### src/rtl/instr_fetch.sv
// Instruction fetch unit: single-outstanding bus master feeding a 2-entry {pc,instr} buffer.
// Optional fetch timeout watchdog enabled by defining IFETCH_TIMEOUT_EN (adds fetch_err_o).
module instr_fetch #(
  parameter logic [15:0] RESET_ADDR = 16'h0000
) (
  input  logic        sys_clk,
  input  logic        sys_rst,
  output logic [15:0] instr_addr_o,
  output logic        instr_stb_o,
  output logic        instr_we_o,
  input  logic [15:0] instr_data_i,
  input  logic        instr_ack_i,
  input  logic        redirect_i,
  input  logic [15:0] redirect_addr_i,
  input  logic        stall_i,
  output logic [15:0] instr_o,
  output logic [15:0] instr_pc_o,
  output logic        instr_valid_o,
`ifdef IFETCH_TIMEOUT_EN
  output logic        fetch_err_o,
`endif
  output logic [1:0]  fsm_state_o
);

  typedef enum logic [1:0] {
    S_IDLE = 2'd0,
    S_REQ  = 2'd1,
    S_KILL = 2'd2
  } state_e;

  state_e      state_q, state_d;
  logic [15:0] addr_q, addr_d;
  logic [15:0] kill_addr_q, kill_addr_d;

  logic [15:0] fifo_pc_q    [2];
  logic [15:0] fifo_instr_q [2];
  logic        rd_ptr_q, wr_ptr_q;
  logic [1:0]  count_q;

  logic        stb;
  logic        ack;
  logic        pop;
  logic        push;
  logic [1:0]  count_after_pop;
  logic [1:0]  count_next;
  logic        tmo_hit;
  logic        err_blk;

  // Handshake: a bus beat completes on any edge where instr_stb_o=1 and instr_ack_i=1;
  // the buffer hands an entry to decode on any edge where instr_valid_o=1 and stall_i=0.
  // redirect_i overrides both: the buffer is flushed and nothing is pushed or popped.
  assign stb             = (state_q != S_IDLE);
  assign ack             = instr_ack_i & stb;
  assign pop             = (count_q != 2'd0) & ~stall_i & ~redirect_i;
  assign push            = (state_q == S_REQ) & ack & ~redirect_i;
  assign count_after_pop = count_q - {1'b0, pop};
  assign count_next      = count_after_pop + {1'b0, push};

`ifdef IFETCH_TIMEOUT_EN
  logic [7:0] tmo_cnt_q, tmo_cnt_d;
  logic       err_q, err_d;

  // The 255th consecutive unacknowledged strobe cycle trips the watchdog.
  assign tmo_hit = stb & ~instr_ack_i & ~redirect_i & (tmo_cnt_q == 8'd254);
  assign err_blk = err_q;

  always_comb begin
    tmo_cnt_d = tmo_cnt_q;
    err_d     = err_q;
    if (redirect_i) begin
      tmo_cnt_d = 8'd0;
      err_d     = 1'b0;
    end else if (stb && !instr_ack_i) begin
      tmo_cnt_d = tmo_cnt_q + 8'd1;
      if (tmo_hit) err_d = 1'b1;
    end else if (stb) begin
      tmo_cnt_d = 8'd0;
    end
  end

  always_ff @(posedge sys_clk or posedge sys_rst) begin
    if (sys_rst) begin
      tmo_cnt_q <= 8'd0;
      err_q     <= 1'b0;
    end else begin
      tmo_cnt_q <= tmo_cnt_d;
      err_q     <= err_d;
    end
  end

  assign fetch_err_o = err_q;
`else
  assign tmo_hit = 1'b0;
  assign err_blk = 1'b0;
`endif

  always_comb begin
    state_d     = state_q;
    addr_d      = addr_q;
    kill_addr_d = kill_addr_q;
    case (state_q)
      S_IDLE: begin
        if (redirect_i) begin
          addr_d  = redirect_addr_i;
          state_d = S_REQ;
        end else if ((count_after_pop < 2'd2) && !err_blk) begin
          state_d = S_REQ;
        end
      end
      S_REQ: begin
        if (redirect_i) begin
          if (ack) begin
            addr_d  = redirect_addr_i;
            state_d = S_REQ;
          end else begin
            kill_addr_d = redirect_addr_i;
            state_d     = S_KILL;
          end
        end else if (ack) begin
          addr_d  = addr_q + 16'd1;
          state_d = (count_next < 2'd2) ? S_REQ : S_IDLE;
        end else if (tmo_hit) begin
          state_d = S_IDLE;
        end
      end
      S_KILL: begin
        // The abandoned beat's data is dropped; a redirect arriving with that ack wins.
        if (ack) begin
          addr_d  = redirect_i ? redirect_addr_i : kill_addr_q;
          state_d = S_REQ;
        end else if (redirect_i) begin
          kill_addr_d = redirect_addr_i;
        end else if (tmo_hit) begin
          state_d = S_IDLE;
        end
      end
      default: state_d = S_IDLE;
    endcase
  end

  always_ff @(posedge sys_clk or posedge sys_rst) begin
    if (sys_rst) begin
      state_q     <= S_IDLE;
      addr_q      <= RESET_ADDR;
      kill_addr_q <= RESET_ADDR;
    end else begin
      state_q     <= state_d;
      addr_q      <= addr_d;
      kill_addr_q <= kill_addr_d;
    end
  end

  always_ff @(posedge sys_clk or posedge sys_rst) begin
    if (sys_rst) begin
      fifo_pc_q[0]    <= 16'h0000;
      fifo_pc_q[1]    <= 16'h0000;
      fifo_instr_q[0] <= 16'h0000;
      fifo_instr_q[1] <= 16'h0000;
      rd_ptr_q        <= 1'b0;
      wr_ptr_q        <= 1'b0;
      count_q         <= 2'd0;
    end else if (redirect_i) begin
      rd_ptr_q <= 1'b0;
      wr_ptr_q <= 1'b0;
      count_q  <= 2'd0;
    end else begin
      if (push) begin
        fifo_pc_q[wr_ptr_q]    <= addr_q;
        fifo_instr_q[wr_ptr_q] <= instr_data_i;
        wr_ptr_q               <= ~wr_ptr_q;
      end
      if (pop) rd_ptr_q <= ~rd_ptr_q;
      count_q <= count_next;
    end
  end

  assign instr_valid_o = (count_q != 2'd0);
  assign instr_o       = instr_valid_o ? fifo_instr_q[rd_ptr_q] : 16'h0000;
  assign instr_pc_o    = instr_valid_o ? fifo_pc_q[rd_ptr_q]    : 16'h0000;
  assign instr_addr_o  = addr_q;
  assign instr_stb_o   = stb;
  assign instr_we_o    = 1'b0;
  assign fsm_state_o   = state_q;

endmodule

### config.mk
export PLATFORM = sky130hd
export DESIGN_NAME = instr_fetch
export DESIGN_NICKNAME = d
export VERILOG_FILES = /design/src/rtl/instr_fetch.sv
export SDC_FILE = /design/constraint.sdc
export NUM_CORES = 1
export LEC_CHECK = 0
export CAP_MARGIN = 20
export CELL_PAD_IN_SITES_DETAIL_PLACEMENT = 0
export CELL_PAD_IN_SITES_GLOBAL_PLACEMENT = 1
export CORE_ASPECT_RATIO = 1.5
export CORE_MARGIN = 4
export CORE_UTILIZATION = 46
export DETAILED_ROUTE_END_ITERATION = 6
export GPL_TIMING_DRIVEN = 0
export HOLD_SLACK_MARGIN = 0.02
export MAX_ROUTING_LAYER = met4
export PLACE_DENSITY = 0.83
export SYNTH_ARGS = -nofsm -noshare
export SYNTH_HDL_FRONTEND = slang
export SYNTH_SLANG_ARGS = --single-unit
### constraint.sdc
create_clock -name sys_clk -period 7.5 [get_ports sys_clk]
set_input_delay 1.5 -clock sys_clk [delete_from_list [all_inputs] [get_ports sys_clk]]
set_output_delay 1.5 -clock sys_clk [all_outputs]
set_load 0.01 [all_outputs]
==> results.toml, run 1 <==
[worst_setup_path]
end_kind = "output port"
crit_chain = "nor2_1 > clkbuf_1 > nor2_1 > clkdlybuf4s50_1"
arrival_ns = 2.31
worstPathRequired_ns = 6.00
r2r.worst_path.cells = 9
reg2reg_to = "fsm_state_o[0]"
critPathLaunchType = "register"
crit-reg2reg-launch = "count_q[0]"
r2r_slack_ns = 5.13
cpMaxStageDelayCell = "clkdlybuf4s50_1"
cp_max_fo = 10
startpoint = "count_q[0]"
cp_common_cell = "nor2_1"
slowest_delay_ns = 0.52
cp-endpoint = "instr_o[14]"
worstSetupPathType = "reg -> out"

[logic_synthesis]
synth.most_common_cell = "dfrtp_1"
synth.cell_area_mm2 = 0.005285
postSynthCellCount = 459
ys.flop_type = "dfrtp_1"
ys_seq_elements = 102
synth_cell_types = 49
ys_top_cells_by_area = "dfrtp_1 48%, mux2_2 12%, mux2i_1 6.3%, mux2_4 5.7%, nor2_1 3.8%"
synth_top_area_share_pct = 48.30
synth.yosys.seq_area_share_pct = 48.30
ys_warn_count = 0
synth_fp_nets = 504
synth_common_cells = "102 x dfrtp_1, 57 x mux2_2, 53 x nor2_1"
async_flop_share_pct = 100.0
synth_edf_count = 0
synth.largest_area_cell = "dfrtp_1"
syn_avg_cell_area_um2 = 11.51

[placement]
portBuffers = 88
dp_slack_ns = 3.528
placed_area_mm2 = 0.006380
hpwl_um = 9526
dp.cells = 695
place_congestion = 0.9028

[pwr]
p_seq_share_pct = 36.9
ir_worst_vdd_uv = 181.9
power.leakage_nw = 2.845
p_sw_w = 0.0009493
switching_share_pct = 35.64
p_comb_share_pct = 45.5
intPower_w = 0.001714
p_clk_share_pct = 17.6
powerDensity_mw_per_mm2 = 398.8

[timing]
setup_ws_ns = 3.686
finalCriticalPeriod_ns = 3.814
max_freq_mhz = 262.2
setup_violations = 0
tightest_slew_ns = 0.6624
slew_violations = 0
relSlewSlack_pct = 55.84
hold_viol = 0
tns_ns = 0
fin_skew_ns = 0.006642
period_share_pct = 50.85
rsz0062_at_grt = "false"

[job]
maxCapViolCount = 0

[clock_tree]
clock_sinks = 102
postCtsHoldBufs = 0
cts_buffer_depth = 2
cts_made_buffers = 9
cts_resized = 0
clk_pin_slew_worst_paths_ns = 0.06
ctsHtreeMaxLevel = 3
cts_tree = "yes"
post_cts_buffers = 0
insertion_delay_ns = 0.34
clockRootBuffer = "clkbuf_16"

[finish]
n_antenna_cell = 0
fin_cells = 710
area_delta_synth_final_pct = 26.40
fillCellCount = 926
drive_gt1_share_pct = 21.85
utilization_pct = 60.10
final_area_mm2 = 0.006680
final_nets = 604

[routing]
drc = 0
drt_wl_total_um = 12700
wl_per_cell_um = 17.88
drtIter0Drc = 127
first_pass_iters = 5
vias = 3849
ant_nets = 0
via_per_inst = 5.421

[grt]
grt-ovfl-total = 0
grt_start_max_net_pins = 54
antenna_found_initial = 0
grt_pass1_vias = 4056
grt_pass1_wl_um = 21110
grt_use_total_pct = 20.76

[floorplan]
core_area_mm2 = 0.01111
dieWidth_um = 95.52
io_pins = 90
die_height_um = 139.3
initial_core_util_pct = 47.55
dieArea_mm2 = 0.01330
rows = 47

[hold_path]
hp-class = "reg -> reg"
worstHoldStart = "fifo_pc_q[29]"

[status]
outcome = "finished, final reports clean"
## layer usage
layer	up-vias	routed length, µm	global-route usage, %	share of wire [%]
li1	1844	-	-	-
met1	1877	5440	26.12	43
met2	114	6535	34.38	51
met3	14	553	3.564	4.4
met4	0	167	5.397	1.3
met5	-	0	-	0
## worst min-delay path by stage
stage / endpoint / slack [ns] / cells past startpoint
6_report: fifo_pc_q[29] / 0.49 / 1
3_3_place_gp: fifo_pc_q[13] / 0.46 / 2
2_1_floorplan: fifo_pc_q[0] / 0.45 / 2
5_1_grt: fifo_pc_q[20] / 0.51 / 1
3_5_place_dp: fifo_pc_q[13] / 0.47 / 2
4_1_cts: fifo_pc_q[13] / 0.49 / 2
## through the flow
stage	power [W]	hold WS, ns
2_1_floorplan	0.001755	0.4496
3_3_place_gp	0.002177	0.4642
3_5_place_dp	0.002208	0.4747
4_1_cts	0.002688	0.4891
5_1_grt	0.002849	0.5055
6_report	0.002664	0.4864
## critical path, delay by kind of cell (launching register included)
| family | cells | cell delay, ns |
|---|---|---|
| buffers and inverters | 2 | 0.98 |
| AND/OR/NAND/NOR | 2 | 0.63 |
| flip-flops | 1 | 0.38 |
## layout make-up
type	instances	area (µm²)	area share [%]
Clock inverter	3	43.79	0.6556
Multi-Input combinational cell	312	2486	37.22
Timing Repair Buffer	89	908.4	13.60
Buffer	33	201.4	3.016
Clock buffer	12	256.5	3.840
Sequential cell	102	2552	38.21
Inverter	12	47.55	0.7117
Tap cell	147	183.9	2.753
## state kept, by name, summed over array words and instances, names as in the netlist
name          cells
fifo_instr_q     32
fifo_pc_q        32
instr_addr_o     16
kill_addr_q      16
count_q           2
fsm_state_o       2
rd_ptr_q          1
wr_ptr_q          1
## cell families (layout without fill, tap and decap cells)
family                     Yosys count  count (layout)  synth area share (%)
AOI/OAI and AO/OA                   77              77                 9.849
xor gates and xnor gates             6               6                0.9943
adders and majority gates            8               8                 1.894
buffers and inverters               45             149                 4.664
DFF                                102             102                 48.30
muxes                              112             112                 24.50
other                                1               1               0.07095
and+or+nand+nor                    108             108                 9.730
## power by group through the flow
stage	clock, W	sequential [W]	combinational, W
after CTS	0.000480	0.000983	0.00122
final	0.000468	0.000983	0.00121
after global routing	0.000503	0.00102	0.00133
after detailed placement	0	0.000992	0.00122
after global placement	0	0.000979	0.00120
after floorplan	0	0.000954	0.000801
## cell usage in the layout, fill, tap and decap left out, types with 3 or more instances in the layout
cell             instances
a22o_1                   4
clkbuf_1                10
mux2_2                  57
dfrtp_1                102
nor2b_1                  4
clkdlybuf4s50_1         88
o31ai_1                  6
a31oi_1                  4
nor3_1                   5
nand2_1                 15
buf_2                   14
nand2b_1                 3
o22ai_1                  3
and3_1                   4
clkbuf_16                9
o21ai_0                 27
mux2_4                  20
inv_1                   11
buf_4                    4
nor2_1                  53
a311oi_1                 3
ha_1                     8
a221o_1                  4
mux2i_1                 33
buf_6                    6
nand4_1                  3
and4_1                   3
xnor2_1                  4
a221oi_1                 6
a21oi_1                  8
nand3_1                  7
No activity file was read; power rests on OpenSTA's default activity.
==> run 2: changes to the inputs <==
--- a/config.mk
+++ b/config.mk
@@ -10,12 +10,12 @@
 export CELL_PAD_IN_SITES_GLOBAL_PLACEMENT = 1
 export CORE_ASPECT_RATIO = 1.5
 export CORE_MARGIN = 4
-export CORE_UTILIZATION = 46
+export CORE_UTILIZATION = 42
 export DETAILED_ROUTE_END_ITERATION = 6
 export GPL_TIMING_DRIVEN = 0
 export HOLD_SLACK_MARGIN = 0.02
 export MAX_ROUTING_LAYER = met4
-export PLACE_DENSITY = 0.83
+export PLACE_DENSITY = 0.77
 export SYNTH_ARGS = -nofsm -noshare
 export SYNTH_HDL_FRONTEND = slang
 export SYNTH_SLANG_ARGS = --single-unit
==> constraint.sdc (replaced) <==
create_clock -name sys_clk -period 4 [get_ports sys_clk]
set_input_delay 0.8 -clock sys_clk [delete_from_list [all_inputs] [get_ports sys_clk]]
set_output_delay 0.8 -clock sys_clk [all_outputs]
set_load 0.01 [all_outputs]
==> run 2 against run 1 <==
Register-to-register slack got worse by 3.5 ns. Die area increased by 8.8%. Sequential power is 88% higher. Clock power increased by 110%. Cell area up 0.58%. First-iteration DRC count up 36%. Routed wire length increased by 4.4%. Critical path depth did not move. Largest power group unchanged. Highest routed layer unchanged.
==> results.toml, run 2 (same netlist as run 1, synthesis figures left out) <==
[timing]
period_share_pct = 79.38
hold-worst-slack_ns = 0.4878
hold_viol = 0
relSlewSlack_pct = 57.50
tightest_slew_ns = 0.6352
setup_violations = 0
finalCriticalPeriod_ns = 3.175
fin_skew_ns = 0.007317
max_freq_mhz = 314.9
tns_ns = 0
slew_violations = 0
rsz0062_at_grt = "false"

[clock_tree]
clk_pin_slew_worst_paths_ns = 0.07
cts_buffer_depth = 2
post_cts_buffers = 0
clock_sinks = 102
cts_resized = 0
insertion_delay_ns = 0.35
cts_made_buffers = 9
cts_tree = "yes"
ctsHtreeMaxLevel = 3
clockRootBuffer = "clkbuf_16"
postCtsHoldBufs = 0

[finish]
multi_input_area_mm2 = 0.002486
final_nets = 604
drive_gt1_share_pct = 22.16
n_antenna_cell = 0
utilization_pct = 55.35
area_delta_synth_final_pct = 27.13
final_common_cell = "dfrtp_1"
seq_area_mm2 = 0.002552
top_regs = "fifo_instr_q (32), fifo_pc_q (32)"
fillCellCount = 1084
final_cell_mix = "102 x dfrtp_1, 88 x clkdlybuf4s50_1, 57 x mux2_2, 53 x nor2_1, 33 x mux2i_1"

[pwr]
power.leakage_nw = 2.852
ir_worst_vdd_uv = 387.6
powerDensity_mw_per_mm2 = 759.2

[routing]
maxUsedRoutingLayer = "met4"
met3WireLength_um = 505
first_pass_iters = 4
drc = 0
ant_nets = 0
drtIter0Drc = 173
via_per_inst = 5.469
route.met2.wl_um = 6783
vias = 3921
drt_wl_total_um = 13260
met1_length_um = 5655
wl_per_cell_um = 18.49

[worst_setup_path]
worstPathRequired_ns = 3.20
worstSetupPathType = "reg -> out"
cp_max_fo = 10
arrival_ns = 2.38
critPathLaunchType = "register"
end_kind = "output port"

[floorplan]
initial_core_util_pct = 43.54
io_pins = 90
dieWidth_um = 99.59
die_height_um = 145.4
core_area_mm2 = 0.01214
rows = 49
dieArea_mm2 = 0.01448

[status]
outcome = "finished, final reports clean"

[grt]
grt-ovfl-total = 0
antenna_found_initial = 0
grt_pass1_wl_um = 21760
grt_start_max_net_pins = 59
grt_pass1_vias = 4107
grt_use_total_pct = 19.37

[placement]
hpwl_um = 9703
place_congestion = 0.9050
portBuffers = 88

[job]
maxCapViolCount = 0

[hold_path]
hp-class = "reg -> reg"
==> run 2: changes by cell type in the layout (fill, tap and decap cells not counted) <==
| cell | previous run | this run |
|---|---|---|
| clkbuf_8 | 2 | 1 |
| bufinv_16 | 1 | 2 |
| clkinvlp_4 | 0 | 2 |
| clkbuf_1 | 10 | 9 |
| clkinv_2 | 1 | 0 |
| inv_6 | 0 | 1 |
==> run 2: path summary, 6_finish.rpt <==
path / start / to / slack, ns / cells after the start
min in group asynchronous: sys_rst / fifo_instr_q[29] / 0.88 / 2
worst max-delay path: count_q[1] / instr_pc_o[3] / 0.82 / 4
worst min-delay path: fifo_pc_q[5] / fifo_pc_q[5] / 0.49 / 2
max in group asynchronous: sys_rst / fifo_instr_q[2] / 2.43 / 3
worst min register to register: fifo_pc_q[5] / fifo_pc_q[5] / 0.49 / 2
worst max register to register: count_q[1] / fsm_state_o[0] / 1.62 / 9
==> run 2: layout make-up <==
class	count	share of cell area, %
Clock inverter	6	1.378
Tap cell	153	2.849
Sequential cell	102	37.99
Clock buffer	10	3.557
Buffer	33	2.998
Multi-Input combinational cell	312	37.00
Timing Repair Buffer	89	13.52
Inverter	12	0.7076
==> run 2: per-stage QoR <==
step / area, µm² / std cells / worst slack, ns / power (W)
2_1_floorplan: 5285 / 459 / 0.5245 / 0.003290
3_3_place_gp: 6357 / 700 / -0.9958 / 0.004093
3_5_place_dp: 6387 / 701 / 0.7389 / 0.004155
4_1_cts: 6719 / 717 / 0.7816 / 0.005138
5_1_grt: 6719 / 717 / 0.6434 / 0.005451
6_report: 6719 / 717 / 0.8248 / 0.005101
==> run 2: per-layer routing <==
metal | up-vias | global-route usage [%]
met2 | 107 | 32.13
met4 | 0 | 7.450
li1 | 1849 | -
met1 | 1945 | 23.68
met5 | - | -
met3 | 20 | 2.830
==> run 2: power by group <==
group	leakage, nW	switching, W	internal (W)
Sequential	1.29	0.000351	0.00150
Clock	0.155	0.000399	0.000569
Combinational	1.41	0.00108	0.00120
Total	2.85	0.00183	0.00327
==> run 2: worst max-delay path: stages (launching register included) <==
cell and delay [ns]:
dfrtp_1 0.39, nor2_1 0.50, clkbuf_1 0.49, nor2_1 0.14, clkdlybuf4s50_1 0.51
==> run 3: changes to the inputs <==
--- a/config.mk
+++ b/config.mk
@@ -10,12 +10,12 @@
 export CELL_PAD_IN_SITES_GLOBAL_PLACEMENT = 1
 export CORE_ASPECT_RATIO = 1.5
 export CORE_MARGIN = 4
-export CORE_UTILIZATION = 42
+export CORE_UTILIZATION = 38
 export DETAILED_ROUTE_END_ITERATION = 6
 export GPL_TIMING_DRIVEN = 0
 export HOLD_SLACK_MARGIN = 0.02
 export MAX_ROUTING_LAYER = met4
-export PLACE_DENSITY = 0.77
+export PLACE_DENSITY = 0.73
 export SYNTH_ARGS = -nofsm -noshare
 export SYNTH_HDL_FRONTEND = slang
 export SYNTH_SLANG_ARGS = --single-unit
==> constraint.sdc (replaced) <==
create_clock -name sys_clk -period 2.9 [get_ports sys_clk]
set_input_delay 0.58 -clock sys_clk [delete_from_list [all_inputs] [get_ports sys_clk]]
set_output_delay 0.58 -clock sys_clk [all_outputs]
set_load 0.01 [all_outputs]
==> run 3 against run 2 <==
Cell count up 1.4%. Global-route usage down 2.1 points. Largest cell class unchanged. Utilization decreased by 5.8 points. Critical endpoint is now instr_o[10]. Highest routed layer unchanged.
==> results.toml, run 3 (same netlist as run 1, synthesis figures left out) <==
[status]
outcome = "finished, final reports clean"

[routing]
wl_per_cell_um = 17.83
ant_nets = 0
drt_wl_total_um = 12960
first_pass_iters = 5
drtIter0Drc = 167
drc = 0
via_per_inst = 5.374
vias = 3907

[worst_setup_path]
slowest_delay_ns = 0.49
cp_max_fo = 10
crit_buf_inv = 3
crit-reg2reg-launch = "fsm_state_o[0]"
cp_top_family = "buffers and inverters"
worstSetupPathType = "reg -> out"
r2r.worst_path.cells = 6
worstPathRequired_ns = 2.32
critPathLaunchType = "register"
cpMaxStageDelayCell = "clkdlybuf4s50_1"
reg2reg_to = "instr_addr_o[7]"
crit_chain = "clkbuf_1 > buf_2 > mux2i_1 > nor2_1 > clkdlybuf4s50_1"
r2r_slack_ns = 0.61
arrival_ns = 2.17
end_kind = "output port"

[timing]
relSlewSlack_pct = 45.61
finalCriticalPeriod_ns = 2.750
period_share_pct = 94.81
max_freq_mhz = 363.7
hold-worst-slack_ns = 0.4876
slew_violations = 0
hold_viol = 0
fin_skew_ns = 0.008649
tightest_slew_ns = 0.8141
setup_violations = 0
rsz0062_at_grt = "false"

[clock_tree]
postCtsHoldBufs = 0
insertion_delay_ns = 0.34
cts_buffer_depth = 2
clockRootBuffer = "clkbuf_16"
cts_resized = 1
cts_tree = "yes"
clk_pin_slew_worst_paths_ns = 0.07
cts_made_buffers = 9
ctsHtreeMaxLevel = 3
post_cts_buffers = 0
clock_sinks = 102

[floorplan]
core_area_mm2 = 0.01360
dieArea_mm2 = 0.01590
dieWidth_um = 104.3
die_height_um = 152.4
rows = 52
io_pins = 90
initial_core_util_pct = 38.87

[grt]
antenna_found_initial = 0
grt-ovfl-total = 0
grt_use_total_pct = 17.29
grt_start_max_net_pins = 39
grt_pass1_wl_um = 21690
grt_pass1_vias = 4161

[placement]
place_congestion = 0.8242
portBuffers = 88
hpwl_um = 9883

[hold_path]
worstHoldStart = "fifo_pc_q[13]"
min_delay_worst_endpoint = "fifo_pc_q[13]"
min_path_cells = 2
hp-class = "reg -> reg"

[finish]
final_nets = 605
final_cell_mix = "102 x dfrtp_1, 88 x clkdlybuf4s50_1, 57 x mux2_2, 52 x nor2_1, 33 x mux2i_1"
n_antenna_cell = 0
fillCellCount = 1270
drive_gt1_share_pct = 22.83
area_delta_synth_final_pct = 27.37
top_regs = "fifo_instr_q (32), fifo_pc_q (32)"
final_common_cell = "dfrtp_1"

[pwr]
power.leakage_nw = 2.845
ir_worst_vdd_uv = 343.6
power_w = 0.006922
powerDensity_mw_per_mm2 = 1028

[job]
maxCapViolCount = 0
==> run 3: report_power, final <==
part	total [W]	internal (W)	switching, W
registers	0.00255	0.00207	0.000481
clock network	0.00124	0.000697	0.000540
logic	0.00313	0.00166	0.00147
total	0.00692	0.00443	0.00249
==> run 3: how the worst max path moves through the flow <==
stage / startpoint / end / slack, ns / cells after the start
after CTS: rd_ptr_q / instr_pc_o[12] / 0.05 / 5
after global placement: redirect_i / fsm_state_o[0] / -0.16 / 10
after global routing: rd_ptr_q / instr_o[7] / 0.009 / 5
final: rd_ptr_q / instr_o[10] / 0.15 / 5
after detailed placement: redirect_i / fsm_state_o[0] / -0.17 / 10
after floorplan: redirect_i / fsm_state_o[0] / 0.82 / 9
==> run 3: metal layers <==
layer,vias up,GRT usage (%),routed length [µm]
li1,1842,-,-
met1,1909,20.15,5428
met2,138,29.79,6717
met3,18,2.840,537
met4,0,6.527,276
met5,-,-,0
==> run 3: cell type report <==
type	count	area (µm²)	share of cell area (%)
sequential	102	2552	37.92
multi-input combinational	312	2489	36.97
timing repair buffer	90	920.9	13.68
clock buffer	10	239.0	3.550
buffer	33	209.0	3.104
tap	162	202.7	3.011
clock inverter	6	70.07	1.041
inverter	12	48.80	0.7249
==> run 3: metrics by stage <==
step	setup slack, ns	instances	setup TNS (ns)	util (%)	area (µm²)
global placement	-0.1558	709	-0.2225	46.86	6372
floorplan	0.8204	459	0	-	5289
CTS	0.04603	727	0	49.45	6724
finish	0.1505	727	0	49.50	6731
detailed placement	-0.1668	711	-0.2254	47.16	6412
global route	0.009062	727	0	49.50	6731
==> run 3: tightest hold or removal path, cell delays in order, from the launching register on <==
cell and delay, ns:
dfrtp_1 0.35, nand2_1 0.05, o21ai_0 0.06
